**config.mk**
```make
export PLATFORM = sky130hd
export DESIGN_NAME = framebuffer_arbiter
export DESIGN_NICKNAME = d
export VERILOG_FILES = /design/src/rtl/fb_pkg.sv /design/src/rtl/fb_wr_fifo.sv /design/src/rtl/framebuffer_arbiter.sv
export SDC_FILE = /design/constraint.sdc
export NUM_CORES = 1
export LEC_CHECK = 0
export ABC_CLOCK_PERIOD_IN_PS = 3150
export CORE_ASPECT_RATIO = 2
export CORE_UTILIZATION = 40
export CTS_CLUSTER_DIAMETER = 50
export CTS_CLUSTER_SIZE = 25
export DETAILED_ROUTE_END_ITERATION = 16
export DONT_BUFFER_PORTS = 1
export PLACE_DENSITY = 0.55
export SLEW_MARGIN = 15
export SYNTH_ARGS = -nofsm -noshare
export SYNTH_HDL_FRONTEND = slang
export SYNTH_SLANG_ARGS = --single-unit
export TNS_END_PERCENT = 50
```
**constraint.sdc**
```tcl
create_clock -name clk -period 3.15 [get_ports clk]
set_input_delay 0.315 -clock clk [delete_from_list [all_inputs] [get_ports clk]]
set_output_delay 0.315 -clock clk [all_outputs]
set_load 0.05 [all_outputs]
```
**src/rtl/fb_pkg.sv**
```systemverilog
// Shared types and geometry for the 160x120 frame-buffer arbiter.
package fb_pkg;
  localparam int FB_W     = 160;
  localparam int FB_H     = 120;
  localparam int FB_DEPTH = FB_W * FB_H;

  typedef logic [14:0] addr_t;
  typedef logic [11:0] colour_t;

  typedef enum logic [1:0] {
    CLR_IDLE,
    CLR_CLEAR,
    CLR_DONE
  } clr_state_e;

  typedef struct packed {
    addr_t   addr;
    colour_t colour;
  } wr_entry_t;
endpackage

```
**src/rtl/fb_wr_fifo.sv**
```systemverilog
// Small paint-write FIFO; the head entry is visible combinationally on dout.
module fb_wr_fifo #(
  parameter int DEPTH = 4,
  parameter int WIDTH = 27
) (
  input  logic             clk,
  input  logic             reset_n,
  input  logic             push,
  input  logic             pop,
  input  logic [WIDTH-1:0] din,
  output logic [WIDTH-1:0] dout,
  output logic             full,
  output logic             empty
);
  localparam int AW = $clog2(DEPTH);
  localparam logic [AW:0] FULL_COUNT = (AW+1)'(DEPTH);

  logic [WIDTH-1:0] mem [DEPTH];
  logic [AW-1:0]    wr_ptr_reg;
  logic [AW-1:0]    rd_ptr_reg;
  logic [AW:0]      count_reg;
  logic             do_push;
  logic             do_pop;

  // Full blocks a push even when a pop happens in the same cycle, and an
  // empty FIFO cannot pop the word being pushed in that same cycle.
  assign full    = (count_reg == FULL_COUNT);
  assign empty   = (count_reg == '0);
  assign do_push = push && !full;
  assign do_pop  = pop && !empty;
  assign dout    = mem[rd_ptr_reg];

  always_ff @(posedge clk) begin
    if (do_push) mem[wr_ptr_reg] <= din;
  end

  always_ff @(posedge clk or negedge reset_n) begin
    if (!reset_n) begin
      wr_ptr_reg <= '0;
      rd_ptr_reg <= '0;
      count_reg  <= '0;
    end else begin
      if (do_push) wr_ptr_reg <= wr_ptr_reg + 1'b1;
      if (do_pop)  rd_ptr_reg <= rd_ptr_reg + 1'b1;
      case ({do_push, do_pop})
        2'b10:   count_reg <= count_reg + 1'b1;
        2'b01:   count_reg <= count_reg - 1'b1;
        default: count_reg <= count_reg;
      endcase
    end
  end
endmodule

```
**src/rtl/framebuffer_arbiter.sv**
```systemverilog
// Single-port frame-buffer arbiter: display reads > screen clear > queued paint writes.
// Define FB_CLEAR_EN to build the full-screen clear engine.
module framebuffer_arbiter #(
  parameter int FB_DEPTH    = fb_pkg::FB_DEPTH,
  parameter int WFIFO_DEPTH = 4
) (
  input  logic        clk,
  input  logic        reset_n,
  input  logic        disp_req,
  input  logic [14:0] disp_addr,
  output logic [11:0] disp_data,
  output logic        disp_valid,
  input  logic        wr_valid,
  input  logic [14:0] wr_addr,
  input  logic [11:0] wr_colour,
  output logic        wr_ready,
  input  logic        clr_start,
  input  logic [11:0] clr_colour,
  output logic        clr_busy,
  output logic        clr_done,
  output logic        oob_err,
  output logic [14:0] ram_addr,
  output logic        ram_we,
  output logic [11:0] ram_wdata,
  input  logic [11:0] ram_rdata
);
  import fb_pkg::*;

  localparam addr_t LAST_ADDR = addr_t'(FB_DEPTH - 1);

  wr_entry_t fifo_din;
  wr_entry_t fifo_dout;
  logic      fifo_pop;
  logic      fifo_full;
  logic      fifo_empty;
  logic      disp_grant;
  logic      clr_active;
  addr_t     clr_addr;
  colour_t   clr_fill;
  logic      clr_write;
  logic      oob_hit;
  logic      disp_valid_reg;
  logic      oob_err_reg;

  assign fifo_din = {wr_addr, wr_colour};
  assign wr_ready = !fifo_full;

  fb_wr_fifo #(
    .DEPTH (WFIFO_DEPTH),
    .WIDTH ($bits(wr_entry_t))
  ) u_wr_fifo (
    .clk     (clk),
    .reset_n (reset_n),
    .push    (wr_valid),
    .pop     (fifo_pop),
    .din     (fifo_din),
    .dout    (fifo_dout),
    .full    (fifo_full),
    .empty   (fifo_empty)
  );

  // Gated so the RAM address bus sits at zero while reset is held.
  assign disp_grant = disp_req && reset_n;

  always_comb begin
    ram_addr  = '0;
    ram_we    = 1'b0;
    ram_wdata = '0;
    fifo_pop  = 1'b0;
    clr_write = 1'b0;
    oob_hit   = 1'b0;
    if (disp_grant) begin
      ram_addr = disp_addr;
    end else if (clr_active) begin
      ram_addr  = clr_addr;
      ram_we    = 1'b1;
      ram_wdata = clr_fill;
      clr_write = 1'b1;
    end else if (!fifo_empty) begin
      fifo_pop = 1'b1;
      if (fifo_dout.addr > LAST_ADDR) begin
        oob_hit = 1'b1;
      end else begin
        ram_addr  = fifo_dout.addr;
        ram_we    = 1'b1;
        ram_wdata = fifo_dout.colour;
      end
    end
  end

  always_ff @(posedge clk or negedge reset_n) begin
    if (!reset_n) begin
      disp_valid_reg <= 1'b0;
      oob_err_reg    <= 1'b0;
    end else begin
      disp_valid_reg <= disp_grant;
      oob_err_reg    <= oob_err_reg | oob_hit;
    end
  end

  assign disp_valid = disp_valid_reg;
  assign disp_data  = disp_valid_reg ? ram_rdata : '0;
  assign oob_err    = oob_err_reg;

`ifdef FB_CLEAR_EN
  clr_state_e clr_state_reg, clr_state_next;
  addr_t      clr_cnt_reg, clr_cnt_next;
  colour_t    clr_fill_reg, clr_fill_next;

  always_ff @(posedge clk or negedge reset_n) begin
    if (!reset_n) begin
      clr_state_reg <= CLR_IDLE;
      clr_cnt_reg   <= '0;
      clr_fill_reg  <= '0;
    end else begin
      clr_state_reg <= clr_state_next;
      clr_cnt_reg   <= clr_cnt_next;
      clr_fill_reg  <= clr_fill_next;
    end
  end

  // The counter only advances on cycles the display leaves the RAM free.
  always_comb begin
    clr_state_next = clr_state_reg;
    clr_cnt_next   = clr_cnt_reg;
    clr_fill_next  = clr_fill_reg;
    case (clr_state_reg)
      CLR_IDLE: begin
        if (clr_start) begin
          clr_state_next = CLR_CLEAR;
          clr_cnt_next   = '0;
          clr_fill_next  = clr_colour;
        end
      end
      CLR_CLEAR: begin
        if (clr_write) begin
          clr_cnt_next = clr_cnt_reg + 1'b1;
          if (clr_cnt_reg == LAST_ADDR) clr_state_next = CLR_DONE;
        end
      end
      CLR_DONE: clr_state_next = CLR_IDLE;
      default:  clr_state_next = CLR_IDLE;
    endcase
  end

  assign clr_active = (clr_state_reg == CLR_CLEAR);
  assign clr_addr   = clr_cnt_reg;
  assign clr_fill   = clr_fill_reg;
  assign clr_busy   = (clr_state_reg != CLR_IDLE);
  assign clr_done   = (clr_state_reg == CLR_DONE);
`else
  logic unused_clr;

  assign clr_active = 1'b0;
  assign clr_addr   = '0;
  assign clr_fill   = '0;
  assign clr_busy   = 1'b0;
  assign clr_done   = 1'b0;
  assign unused_clr = ^{clr_start, clr_colour, clr_write};
`endif
endmodule

```
==> impl_metrics.tcl, run 1 <==
set metrics [dict create \
    syn-mean-instance-area_sq_um 19.8 \
    power.static_leakage_nw 2.24 \
    timing.rr.end "u_wr_fifo.count_reg[1]" \
    clk-insertion-delay-late_ps 400 \
    finalSetupTns_ps 0 \
    cts_max_path_buffers 2 \
    netSwitchingPower_mw 2.75 \
    wirelength_routed_mm 9.42 \
    synth.top_cells.by_area "edfxtp_1, mux4_2, dfrtp_1" \
    worst-r2r-setup-slack_ps 940 \
    dp_slack_ps 357 \
    placeable_core_area_sq_mm 0.0117 \
    h-tree-depth 4 \
    via_count 2489 \
    worst_slack_ps 88.6 \
    drt_drc_violations_left 0 \
    timing.setup.critical_path_class "flop to output pin" \
    synth_cells 242 \
    synth_warnings 0 \
    clock_power_share_pct 22.7 \
    post_drt_via_cell_ratio 5.26 \
    synth_top_cell_by_area "edfxtp_1" \
    floorplan.initialDensity_pct 40.8 \
    dr.first_iter.drc_count 84 \
    fp.dieW_um 79.3 \
    ys_seq_area_share_pct 72.6 \
    setup.worst_path.end_class "output pin" \
    worst_margin_slew_ps 800 \
    hold_viol_final 0 \
    wl_per_cell_um 19.9 \
    finalWeightedCongestion 0.691 \
    final_layout_size_suffix_gt1_share_pct 31.4 \
    dominantRegCellSynth "edfxtp_1" \
    post-route-util_pct 54.2 \
    max-cap-violations 0 \
    placement_rows 56 \
    slew_viol_final 0 \
    most-common-layout-cells "edfxtp_1, dlygate4sd3_1, mux4_2" \
    nature_of_the_critical_path_startpoint "flop" \
    peakVddDrop_mv 0.862 \
    grt_setup_unrepaired "yes" \
    holdCritStartpoint "wr_valid" \
    detailed_place_hpwl_mm 5.96 \
    grt_first_pass_wirelength_mm 14.6 \
    n_antenna_cell 0 \
    post_synth_instance_area_sq_mm 0.00478 \
    globalRouteOverflowTotal 0 \
    max_slew_headroom_pct 46.7 \
    seq_power_share_pct 28.7 \
    yosys.cell_types.count 30 \
    worst_hold_path_type "input port to flop" \
    clock_buffers_created_by_tritoncts 17 \
    die-height_um 157 \
    critPathArrivalTime_ps 2750 \
    clk_transition_reported_paths_ps 50 \
    timing.critical_path.fanout_max 23 \
    portBuffers 0 \
    grt_pass1_vias 2704 \
    comb_power_share_pct 48.6 \
    drt_pass1_iterations 4 \
    finalWorstPathRequiredPeriod_ps 3060 \
    synth_largest_type_area_fraction_pct 67.9 \
    layout_commonest_cell "edfxtp_1" \
    power.share.switching_pct 36.4 \
    dieArea_sq_mm 0.0124 \
    cts_root_buf "clkbuf_16" \
    regToRegStartpoint "u_wr_fifo.count_reg[0]" \
    gr_util_all_layers_pct 16.8 \
    critPathCapture "ram_wdata[11]" \
    power_report.internal_total_mw 4.80 \
    rr_worst_depth 6 \
    nets 392 \
    largest_register_ffs 108 \
    ys_ff_latch 117 \
    boundaryPins 116 \
    final_min_period_over_clock_period_pct 97.2 \
    tritoncts "done" \
    power.density_cell_area_mw_per_mm2 1190 \
    run_status "finished, final reports clean" \
    synth_async_sr_flop_share_pct 7.69 \
    worst_setup_path_startpoint "u_wr_fifo.rd_ptr_reg[0]" \
    antenna_found_initial 0 \
    drtAntennaViolNets 0 \
    clock_sink_count 117 \
    finalSetupViolations 0 \
    crit_required_ps 2830 \
    clock-skew-final_ps 10.2 \
    number_of_flops_mapped_to_enable_cells_by_yosys 108 \
    achievable-frequency_ghz 0.327 \
    grt_start_max_net_pins 28 \
    area.growth.synth_to_final_pct 32.8 \
]
per-layer routing:
layer  track usage [%]  wire length [um]  vias to the layer above
li1                  -                 -                     1113
met1              17.3              3420                     1273
met2              30.6              5460                       91
met3              4.78               364                       12
met4              7.88               182                        0
met5                 0                 0                        -
worst min path at each step:
stage                                   end  slack (ps)  cells after the start
finish              u_wr_fifo.wr_ptr_reg[0]         220                      2
global route        u_wr_fifo.wr_ptr_reg[0]         210                      2
CTS                    u_wr_fifo.mem[0][17]         0.2                      0
detailed placement  u_wr_fifo.wr_ptr_reg[0]          20                      0
global placement    u_wr_fifo.wr_ptr_reg[0]          20                      0
floorplan                        disp_valid          20                      0
cells in the mapped netlist (2+ instances only):
library cell / count
edfxtp_1: 108
and2_1: 27
mux4_2: 26
a22o_1: 14
dfrtp_1: 9
clkbuf_1: 6
inv_1: 6
ha_1: 5
and3_1: 4
buf_6: 3
nand2_1: 3
nor2_1: 3
nor3_1: 3
o21ai_0: 3
xnor2_1: 3
xor2_1: 3
buf_1: 2
buf_4: 2
power by group through the flow:
| stage | combinational, mW | sequential (mW) | clock (mW) |
|---|---|---|---|
| 2_1_floorplan | 2.20 | 2.16 | 0 |
| 3_3_place_gp | 3.58 | 2.18 | 0 |
| 3_5_place_dp | 3.59 | 2.20 | 0 |
| 4_1_cts | 3.68 | 2.17 | 1.76 |
| 5_1_grt | 3.87 | 2.19 | 1.82 |
| 6_report | 3.67 | 2.17 | 1.72 |
critical path: stages, from the launching register on:
cell	delay, ps
dfrtp_2	390
mux4_1	640
or4_4	550
a22oi_4	220
buf_12	200
and2_1	200
buf_12	150
cells by family (layout without fill, tap and decap cells):
kind of cell               after synthesis  count (layout)  synth area share (%)
adders and majority gates                6               6                  1.73
muxes                                   28              28                  13.0
buffers and inverters                   19             104                  2.12
AOI/OAI and AO/OA                       22              22                  4.06
DFF                                    117             117                  72.6
and+or+nand+nor                         43              43                  5.31
other                                    1               2                0.0785
xor gates and xnor gates                 6               6                  1.10
metrics by stage:
step	hold slack [ps]	power (mW)	cells	instance area (sq um)
final	220	7.55	473	6350
after global placement	19.8	5.76	408	5450
after detailed placement	19.7	5.79	408	5450
after global routing	210	7.89	473	6350
after CTS	0.175	7.61	467	6270
after floorplan	19.4	4.35	243	4780
cell type report:
cell class / instances / area, sq um
Timing Repair Buffer: 66 / 896
Inverter: 6 / 22.5
Fill cell: 930 / 5350
Clock buffer: 17 / 425
Tap cell: 145 / 181
Sequential cell: 117 / 3470
Clock inverter: 15 / 116
Multi-Input combinational cell: 107 / 1240
what timing repair did:
item / CTS / global route
endpoints found under the setup margin: 22 / 18
hold endpoints to repair: 101 / 16
resized for setup: 3 / 6
hold buffers: 26 / 6
buffers inserted: 1 / 0
Note: power is estimated with default switching activity, not from simulation.
==> run 2: changes to the inputs <==
--- a/config.mk
+++ b/config.mk
@@ -13,6 +13,7 @@
 export DETAILED_ROUTE_END_ITERATION = 16
 export DONT_BUFFER_PORTS = 1
 export PLACE_DENSITY = 0.55
+export SKIP_CTS_REPAIR_TIMING = 1
 export SLEW_MARGIN = 15
 export SYNTH_ARGS = -nofsm -noshare
 export SYNTH_HDL_FRONTEND = slang
==> run 2 against run 1 <==
First-iteration DRC count shrank 3.6%. Largest cell class unchanged. Via count decreased by 0.52%. Sequential share of layout area increased by 0.36 points. Register-to-register slack about the same. Setup slack lost 33 ps.
==> impl_metrics.tcl, run 2 (same netlist as run 1, synthesis figures left out) <==
set metrics [dict create \
    drt_pass1_iterations 4 \
    fillerInstances 926 \
    dpl_cell_area_sq_mm 0.00545 \
    cts_max_path_buffers 2 \
    placement_rows 56 \
    critical_path.n_buffers_inverters 2 \
    seq_power_share_pct 28.9 \
    die-height_um 157 \
    max-cap-violations 0 \
    critPathMaxStageDelay_ps 640 \
    largest_register_ffs 108 \
    critPathArrivalTime_ps 2780 \
    clk_transition_reported_paths_ps 50 \
    detailed_place_hpwl_mm 5.96 \
    portBuffers 0 \
    power.density_cell_area_mw_per_mm2 1190 \
    max_slew_headroom_pct 47.0 \
    wl_per_cell_um 19.9 \
    antenna_found_initial 0 \
    via_count 2476 \
    globalRouteOverflowTotal 0 \
    floorplan.initialDensity_pct 40.8 \
    comb_power_share_pct 48.3 \
    crit_family "simple AND/OR/NAND/NOR gates" \
    power_report.internal_total_mw 4.77 \
    grt_first_pass_wirelength_mm 14.3 \
    clock_buffers_created_by_tritoncts 17 \
    worst-r2r-setup-slack_ps 940 \
    cts_root_buf "clkbuf_16" \
    grt_setup_unrepaired "yes" \
    run_status "finished, final reports clean" \
    grt_pass1_vias 2621 \
    finalWorstPathRequiredPeriod_ps 3090 \
    worst_margin_slew_ps 795 \
    totalPowerFinal_mw 7.52 \
    area.growth.synth_to_final_pct 31.9 \
    wirelength_routed_mm 9.33 \
    power.static_leakage_nw 2.22 \
    dieArea_sq_mm 0.0124 \
    gr_util_all_layers_pct 16.5 \
    layout_commonest_cell "edfxtp_1" \
    nature_of_the_critical_path_startpoint "flop" \
    netSwitchingPower_mw 2.75 \
    finalWeightedCongestion 0.691 \
    setup.worst_path.end_class "output pin" \
    dr.first_iter.drc_count 81 \
    achievable-frequency_ghz 0.323 \
    placeable_core_area_sq_mm 0.0117 \
    drtAntennaViolNets 0 \
    final_layout_size_suffix_gt1_share_pct 30.2 \
    worst_hold_path_type "input port to flop" \
    nets 388 \
    timing.critical_path.fanout_max 23 \
    post-route-util_pct 53.9 \
    tritoncts "done" \
    power.share.switching_pct 36.6 \
    h-tree-depth 4 \
    clock_sink_count 117 \
    final_min_period_over_clock_period_pct 98.2 \
    boundaryPins 116 \
    layout.cell_area.non_filler_sq_mm 0.00631 \
    most-common-layout-cells "edfxtp_1, dlygate4sd3_1, and2_1, mux4_2, buf_12" \
    hold_viol_final 0 \
    slew_viol_final 0 \
    post_drt_via_cell_ratio 5.28 \
    peakVddDrop_mv 0.859 \
    n_antenna_cell 0 \
    clk-insertion-delay-late_ps 400 \
    clock-skew-final_ps 10.6 \
    area.sequential_sq_mm 0.00347 \
    timing.critical_path.cells "mux4_1, or4_4, a22oi_4, buf_12, and2_1, buf_12" \
    drt_drc_violations_left 0 \
    grt_start_max_net_pins 28 \
    path_common_cell "buf_12" \
    fp.dieW_um 79.3 \
    multi_input_gate_area_in_the_final_layout_sq_mm 0.00123 \
    finalSetupViolations 0 \
    crit_required_ps 2830 \
    crit_path_top_delay_cell "mux4_1" \
    clock_power_share_pct 22.8 \
    timing.setup.critical_path_class "flop to output pin" \
]
run 2: cell types whose count changed in the layout (fill, tap and decap cells not counted):
cell           change
a22o_1             -1
buf_12             +1
a22o_4             +1
buf_8              -1
and2_4             -6
dlygate4sd3_1      -4
and2_1             +6
run 2: routing by layer:
| layer | global-route usage [%] | vias to the layer above | wire [um] |
|---|---|---|---|
| met5 | 0 | - | 0 |
| li1 | - | 1102 | - |
| met2 | 29.8 | 86 | 5390 |
| met1 | 16.4 | 1276 | 3440 |
| met3 | 5.71 | 12 | 325 |
| met4 | 7.88 | 0 | 172 |
run 2: final cells by class:
class,count,area share [%]
sequential,117,55.0
multi-input combinational,107,19.5
timing repair buffer,62,13.7
clock buffer,17,6.75
tap,145,2.88
clock inverter,15,1.85
inverter,6,0.357
run 2: final timing paths:
check	end	from	cells after the start
worst min register to register	u_wr_fifo.count_reg[0]	u_wr_fifo.count_reg[0]	1
worst max register to register	u_wr_fifo.count_reg[1]	u_wr_fifo.count_reg[0]	6
worst min-delay path	u_wr_fifo.wr_ptr_reg[0]	wr_valid	2
min in group asynchronous	oob_err	reset_n	1
max in group asynchronous	u_wr_fifo.rd_ptr_reg[0]	reset_n	1
worst max-delay path	ram_wdata[4]	u_wr_fifo.rd_ptr_reg[0]	6
run 2: power by group through the flow:
stage / clock network [mW] / registers (mW) / logic, mW
3_5_place_dp: 0 / 2.20 / 3.59
5_1_grt: 1.82 / 2.20 / 3.83
2_1_floorplan: 0 / 2.16 / 2.20
6_report: 1.72 / 2.17 / 3.63
3_3_place_gp: 0 / 2.18 / 3.58
4_1_cts: 1.76 / 2.17 / 3.60
run 2: through the flow:
stage          setup TNS (ps)  setup slack [ps]  instances  hold slack [ps]
2_1_floorplan               0               407        243             19.4
3_3_place_gp                0               350        408             19.8
3_5_place_dp                0               357        408             19.7
4_1_cts                  -847             -77.4        440             -406
5_1_grt                  -227             -32.4        469              210
6_report                    0              55.2        469              219
